`src/rtl/ram3840_arbiter.sv`:
```
// Two-port arbiter for the shared single-ported data RAM (CPU on A, loader/DMA on B).
// Grant is combinational, read data and error are returned one cycle later; a losing requester simply holds its request.
module ram3840_arbiter #(
  parameter int DEPTH     = 3840,
  parameter int BURST_MAX = 16
) (
  input  logic        clk,
  input  logic        rst_n,
  input  logic        a_req,
  input  logic        a_we,
  input  logic [15:0] a_addr,
  input  logic [15:0] a_wdata,
  output logic        a_gnt,
  output logic        a_rvalid,
  output logic [15:0] a_rdata,
  output logic        a_err,
  input  logic        b_req,
  input  logic        b_we,
  input  logic [15:0] b_addr,
  input  logic [15:0] b_wdata,
  input  logic        b_lock,
  output logic        b_gnt,
  output logic        b_rvalid,
  output logic [15:0] b_rdata,
  output logic        b_err,
  output logic [15:0] ram_address,
  output logic [15:0] ram_in,
  output logic        ram_load,
  input  logic [15:0] ram_out
);

  localparam logic [16:0] DEPTH_L = 17'(DEPTH);
  localparam logic [7:0]  BMAX_L  = 8'(BURST_MAX);

  logic        last_q, last_d;
  logic [7:0]  burst_cnt_q, burst_cnt_d;
  logic        a_rvalid_q, a_rvalid_d, b_rvalid_q, b_rvalid_d;
  logic        a_err_q, a_err_d, b_err_q, b_err_d;
  logic [15:0] a_rdata_q, a_rdata_d, b_rdata_q, b_rdata_d;
  logic        a_inr, b_inr, lock_act, b_win;

  always_comb begin
    a_inr    = {1'b0, a_addr} < DEPTH_L;
    b_inr    = {1'b0, b_addr} < DEPTH_L;
    lock_act = b_lock & last_q & (burst_cnt_q < BMAX_L);
    // Under contention B wins on an active lock or when A was granted last.
    b_win    = b_req & (~a_req | lock_act | ~last_q);
    a_gnt    = rst_n & a_req & ~b_win;
    b_gnt    = rst_n & b_win;

    ram_address = b_gnt ? b_addr  : a_addr;
    ram_in      = b_gnt ? b_wdata : a_wdata;
    // Out-of-range writes are dropped so 12-bit address aliases are never hit.
    ram_load    = (a_gnt & a_we & a_inr) | (b_gnt & b_we & b_inr);

    last_d      = last_q;
    burst_cnt_d = burst_cnt_q;
    if (a_gnt) begin
      last_d      = 1'b0;
      burst_cnt_d = '0;
    end else if (b_gnt) begin
      last_d = 1'b1;
      if (!a_req)                 burst_cnt_d = '0;
      else if (burst_cnt_q != '1) burst_cnt_d = burst_cnt_q + 8'd1;
    end

    a_rvalid_d = a_gnt & ~a_we;
    b_rvalid_d = b_gnt & ~b_we;
    a_err_d    = a_gnt & ~a_inr;
    b_err_d    = b_gnt & ~b_inr;
    a_rdata_d  = a_rvalid_d ? (a_inr ? ram_out : 16'h0000) : a_rdata_q;
    b_rdata_d  = b_rvalid_d ? (b_inr ? ram_out : 16'h0000) : b_rdata_q;
  end

  always_ff @(posedge clk or negedge rst_n) begin
    if (!rst_n) begin
      last_q      <= 1'b1;
      burst_cnt_q <= '0;
      a_rvalid_q  <= 1'b0;
      b_rvalid_q  <= 1'b0;
      a_err_q     <= 1'b0;
      b_err_q     <= 1'b0;
      a_rdata_q   <= '0;
      b_rdata_q   <= '0;
    end else begin
      last_q      <= last_d;
      burst_cnt_q <= burst_cnt_d;
      a_rvalid_q  <= a_rvalid_d;
      b_rvalid_q  <= b_rvalid_d;
      a_err_q     <= a_err_d;
      b_err_q     <= b_err_d;
      a_rdata_q   <= a_rdata_d;
      b_rdata_q   <= b_rdata_d;
    end
  end

  assign a_rvalid = a_rvalid_q;
  assign b_rvalid = b_rvalid_q;
  assign a_err    = a_err_q;
  assign b_err    = b_err_q;
  assign a_rdata  = a_rdata_q;
  assign b_rdata  = b_rdata_q;

endmodule

```
`config.mk`:
```
export PLATFORM = sky130hd
export DESIGN_NAME = ram3840_arbiter
export DESIGN_NICKNAME = d
export VERILOG_FILES = /design/src/rtl/ram3840_arbiter.sv
export SDC_FILE = /design/constraint.sdc
export NUM_CORES = 1
export LEC_CHECK = 0
export CORE_ASPECT_RATIO = 0.5
export CORE_MARGIN = 1.5
export CORE_UTILIZATION = 32
export CTS_BUF_LIST = sky130_fd_sc_hd__clkbuf_8 sky130_fd_sc_hd__clkbuf_16
export DETAILED_ROUTE_END_ITERATION = 10
export PLACE_DENSITY = 0.86
export SLEW_MARGIN = 30
export SYNTH_ARGS = -nofsm -noshare
export SYNTH_HDL_FRONTEND = slang
export SYNTH_SLANG_ARGS = --single-unit
```
`constraint.sdc`:
```
create_clock -name clk -period 2.68 [get_ports clk]
set_input_delay 0.536 -clock clk [delete_from_list [all_inputs] [get_ports clk]]
set_output_delay 0.536 -clock clk [all_outputs]
set_load 0.005 [all_outputs]
```
==> Word level (Yosys, flattened, before mapping) <==
Index checks and enable logic that the tools add are counted.
{ "classes": {"n_lt_le_gt_ge": 3, "mul": 0, "shifts": 0, "n_div": 0, "muxes": 10, "bitwise": 24, "add_sub_neg": 1, "n_eq_ne": 2, "n_reduce_logical": 2} }
{ "ops": {"columns": ["op", "count"], "rows": [
  ["$mux W16", 4],
  ["$lt A16 B12 Y1 const B", 2],
  ["$mux W8", 4],
  ["$and A1 B1 Y1", 14],
  ["$add A8 B1 Y8 const B", 1],
  ["$lt A8 B5 Y1 const B", 1],
  ["$ne A8 B8 Y1 const B", 1],
  ["$not A1 Y1", 7],
  ["$ne A3 B1 Y1 const B", 1],
  ["$or A1 B1 Y1", 3],
  ["$mux W1", 2],
  ["$reduce_and A2 Y1", 1],
  ["$reduce_bool A2 Y1", 1]
]} }
{ "word_totals": {"latch_bits": 0, "memories": 0, "rom_bits": 0, "word_cells": 50, "mem_bits_rw": 0, "inputBits": 87, "ff_bits": 45} }

==> Longest topological paths before layout <==
{ "logic_depth": {"word_depth": 10, "mapped_depth": 7, "mapped_depth_nobuf": 6} }

==> Worst setup path before layout <==
OpenSTA, ideal clock, no wires.
{ "synth_path": {"path_kind": "input port to output port", "from": "input b_lock", "to": "output ram_address[10]", "required_ns": 2.144, "path_stages": 6, "n_path_buf": 2, "arrival_ns": 2.111, "slack_ns": 0.033, "path_cell_list": "or3b_4 o311ai_1 nor2b_1 buf_2 buf_2 mux2_2"} }
{ "synth_between": {"elab_chain_len": 7} }
{ "synth_rtl": {"columns": ["element", "line_no", "text"], "rows": [
  ["start: declaration", "21", "input logic b_lock,"],
  ["$and A1 B1 Y1 (2 in series)", "45", "lock_act = b_lock & last_q & (burst_cnt_q < BMAX_L);"],
  ["$or A1 B1 Y1 (2 in series)", "47", "b_win = b_req & (~a_req | lock_act | ~last_q);"],
  ["$and A1 B1 Y1", "47", null],
  ["$and A1 B1 Y1", "49", "b_gnt = rst_n & b_win;"],
  ["$mux W16", "51", "ram_address = b_gnt ? b_addr : a_addr;"],
  ["end: declaration", "26", "output logic [15:0] ram_address,"]
]} }
Every way passes these cells.

==> Final worst setup path <==
{ "layout_path": {"from": "register burst_cnt_q[7]", "to": "output ram_in[7]"} }
{ "layout_between": {"elab_chain_len": 7} }
{ "layout_rtl": {"columns": ["element", "line_no", "text"], "rows": [
  ["start: declaration", "36", "logic [7:0] burst_cnt_q, burst_cnt_d;"],
  ["start signal: assignment", "87", "burst_cnt_q <= burst_cnt_d;"],
  ["$lt A8 B5 Y1", "45", null],
  ["$and A1 B1 Y1", "45", null],
  ["$or A1 B1 Y1 (2 in series)", "47", null],
  ["$and A1 B1 Y1", "47", null],
  ["$and A1 B1 Y1", "49", null],
  ["$mux W16", "52", "ram_in = b_gnt ? b_wdata : a_wdata;"],
  ["end: declaration", "27", "output logic [15:0] ram_in,"]
]} }
Every way passes these cells.

==> impl_metrics.csv <==
group,metric,value,unit
run_status,failed_checks,"negative setup slack",
worst_setup_path,cpPeakStageDelay,0.42,ns
global_routing,track_usage,25.1,%
worst_setup_path,timing.rr.start,"burst_cnt_q[7]",
clocking,clockBufferDepth,2,
worst_setup_path,worstPathRequired,2.14,ns
drt,wl,9790,µm
final_layout,drive_gt1_share,34.2,%
drt,via_count,2588,
drt,post-route-drc-count,0,
run,cap_viol_max_count,0,
final_layout,regArea,1130,µm²
drt,drtAntennaViolNets,0,
synth,ys_seq_area_share,50.4,%
floorplanning,die_h,62.1,µm
clocking,h-tree-depth,2,
final_layout,nets,482,
global_routing,grt_pass1_vias,2713,
synth,syn-cell-area,2240,µm²
placement,io_buffers,157,
synth,synth-seq-cells,45,
global_routing,grt_antenna_before_repair,0,
worst_setup_path,critPathKind,"reg2out",
worst_setup_path,start_kind,"flip-flop",
sta,min_period,2.95,ns
worst_setup_path,cpMostUsedCell,"buf_6",
synth,synth_cell_types,35,
worst_setup_path,critPathSlowestCell,"or3b_4",
final_layout,area_growth,110,%
synth,muxShareOfSynthArea,16.1,%
synth,synth_xor_xnor_area_share,1.18,%
clocking,clk_latency,0.29,ns
final_layout,num-fill-cells,440,
synth,syn_avg_cell_area,11.8,µm²
sta,worstMarginPinSlew,0.546,ns
pwr,power.density,417,nW/µm²
synth,syn_nets,277,
sta,clock.fmax,339,MHz
floorplanning,fp.dieArea,7530,µm²
synth,yosysWarnings,0,
pwr,swShare,25.9,%
synth,synth-simple-area-share,9.74,%
sta,hold_viol,0,
global_routing,overflow,0,
sta,period_share,110,%
pwr,p_clk_share,32.5,%
clocking,clkTransAtPathRegs,0.07,ns
pwr,pwr-share-seq,38.3,%
drt,routedWlPerCell,20.1,µm
drt,via_per_inst,5.31,
synth,syn_inst,189,
final_layout,multi_input_area,1180,µm²
pwr,p_leak,2.18,nW
sta,finalSetupViolCount,33,
floorplanning,num_io_pins,158,
worst_setup_path,cp_max_fo,8,
pwr,p_comb_share,29.3,%
pwr,p_switching,0.000505,W
synth,synth_top_area_share,49.2,%
worst_setup_path,end_kind,"primary output",
synth,synth_top_family_by_area,"compound AO/OA/AOI/OAI gates",
sta,slew-limit-headroom,63.2,%
clocking,cts_tree,"built",
placement,post-place-ws,-0.833,ns
clocking,numCtsBuffers,5,
drt,drt_iter0_markers,169,
worst_setup_path,cp.arrival,2.41,ns
sta,worst_slack,-0.266,ns
sta,finClkSkew,0.00623,ns
global_routing,grt_pass1_wl,14700,µm
floorplanning,start_util,33.2,%
sta,finalSetupTns,-6.34,ns
placement,gp_congestion,0.804,
run_status,status,"finished with violations",
floorplanning,placementRows,21,
clocking,clkSinkCount,45,
sta,hold_slack,0.192,ns
pwr,internal_power,0.00145,W
synth,yosysTopAreaCell,"dfrtp_1",
placement,place_hpwl,6080,µm
min_path,hold_class,"in2async",
pwr,peakVddDrop,306,µV
synth,synth_compound_area_share,18.5,%
floorplanning,die_w,121,µm
final_layout,antenna_cells,0,
floorplanning,core,6730,µm²
worst_setup_path,path_cells,"or3b_4 > o311ai_4 > nor2b_4 > buf_6 > buf_12 > buf_12 > buf_6 > mux2_4 > buf_6",
synth,synthAdderAreaFrac,0.560,%
global_routing,grt_max_degree,34,
drt,drtPass1Iterations,5,
sta,rsz0062_at_grt,"yes",
clocking,hold_buffers,0,
sta,drv_slew,0,
clocking,root_buffer,"clkbuf_16",
synth,synth_area_leaders,"dfrtp_1, a22o_1, mux2_2, mux2_1, nand2_1",
worst_setup_path,crit_path_start,"burst_cnt_q[7]",
==> routing by layer <==
| metal | part of all wire (%) | GRT usage [%] | vias to the layer above |
|---|---|---|---|
| li1 | - | - | 1133 |
| met2 | 53 | 45.5 | 142 |
| met5 | 0 | 0 | - |
| met4 | 3.0 | 7.50 | 0 |
| met1 | 39 | 31.2 | 1275 |
| met3 | 5.5 | 3.58 | 38 |
==> power by group through the flow <==
stage / combinational [W] / sequential (W) / clock [W]
floorplan: 0.000133 / 0.000751 / 0
global placement: 0.000433 / 0.000752 / 0
detailed placement: 0.000447 / 0.000756 / 0
CTS: 0.000560 / 0.000746 / 0.000633
global route: 0.000602 / 0.000751 / 0.000661
finish: 0.000571 / 0.000747 / 0.000634
==> cell families after synthesis <==
group / Yosys count
compound gates: 51
xor+xnor: 3
fa+ha+maj: 1
buf+inv: 17
flops: 45
mux: 32
simple gates: 40
==> synth_stat cells <==
cell / count
o32a_1: 1
o21ai_1: 2
clkbuf_1: 4
and3_4: 1
inv_1: 6
and3_1: 4
o21ai_0: 2
xor2_1: 3
nand4_1: 3
o31ai_1: 2
a211o_1: 1
a22o_1: 32
o311ai_1: 1
or4_1: 4
buf_6: 1
buf_1: 1
nand3_1: 3
o211ai_1: 2
a21oi_1: 2
a211oi_1: 1
dfrtp_1: 44
buf_2: 5
mux2_1: 9
nor2b_1: 3
dfstp_2: 1
nor2_1: 8
a31oi_1: 1
nand2_1: 11
or3b_4: 1
ha_1: 1
or4_4: 1
a41oi_1: 2
nor3_1: 1
mux2_2: 23
a21o_1: 2
==> worst paths after layout <==
check,slack [ns],endpoint,cells past startpoint
max reg2reg,0.31,burst_cnt_q[3],6
min reg2reg,0.51,a_rdata[15],1
min in group clk,0.51,a_rdata[15],1
max,-0.27,ram_in[7],9
min,0.19,burst_cnt_q[5],2
max in group asynchronous,1.80,last_q,3
==> critical path: cells and delay by family (launching register included) <==
kind | cells | cell delay [ns]
AND/OR/NAND/NOR | 2 | 0.64
buffers and inverters | 5 | 0.57
flip-flops | 1 | 0.39
multiplexers | 1 | 0.29
AO/OA/AOI/OAI | 1 | 0.23
==> state kept, by name, indices dropped and copies added, names as in the netlist <==
name,flops
b_rdata,16
burst_cnt_q,8
b_rvalid,1
b_err,1
a_rdata,16
last_q,1
a_err,1
a_rvalid,1
==> stage by stage <==
step                      std cells  utilization, %  cell area (µm²)  total power (W)
after floorplan                 189               -             2240         0.000884
after CTS                       485            69.6             4680          0.00194
after global placement          450            60.4             4060          0.00118
after detailed placement        450            60.4             4070          0.00120
final                           487            69.7             4690          0.00195
after global routing            487            69.7             4690          0.00201
==> layout make-up <==
class | instances | share of cell area (%)
Tap cell | 92 | 2.46
Inverter | 6 | 0.481
Multi-Input combinational cell | 127 | 25.2
Clock inverter | 3 | 0.534
Clock buffer | 5 | 2.67
Sequential cell | 45 | 24.1
Timing Repair Buffer | 209 | 44.6
==> cell usage in the layout, fill, tap and decap left out, types with 3 or more instances in the layout <==
master / count
nand3_1: 3
nor2_1: 7
or4_1: 4
dfrtp_1: 44
mux2_4: 27
buf_12: 4
nand2_1: 11
buf_4: 37
buf_16: 3
nand4_1: 3
buf_6: 34
xor2_1: 3
clkdlybuf4s50_1: 120
clkbuf_16: 5
and3_1: 4
buf_2: 9
a22o_1: 32
inv_1: 6
mux2_2: 5
==> what timing repair did <==
action                                  in CTS  in global routing
buffers inserted                            23                  5
endpoints found under the setup margin      35                 39
pin swaps                                    3                  3
gates cloned                                 4                  0
gates resized for setup                    210                  6
Power figures use the tool's default switching activity.
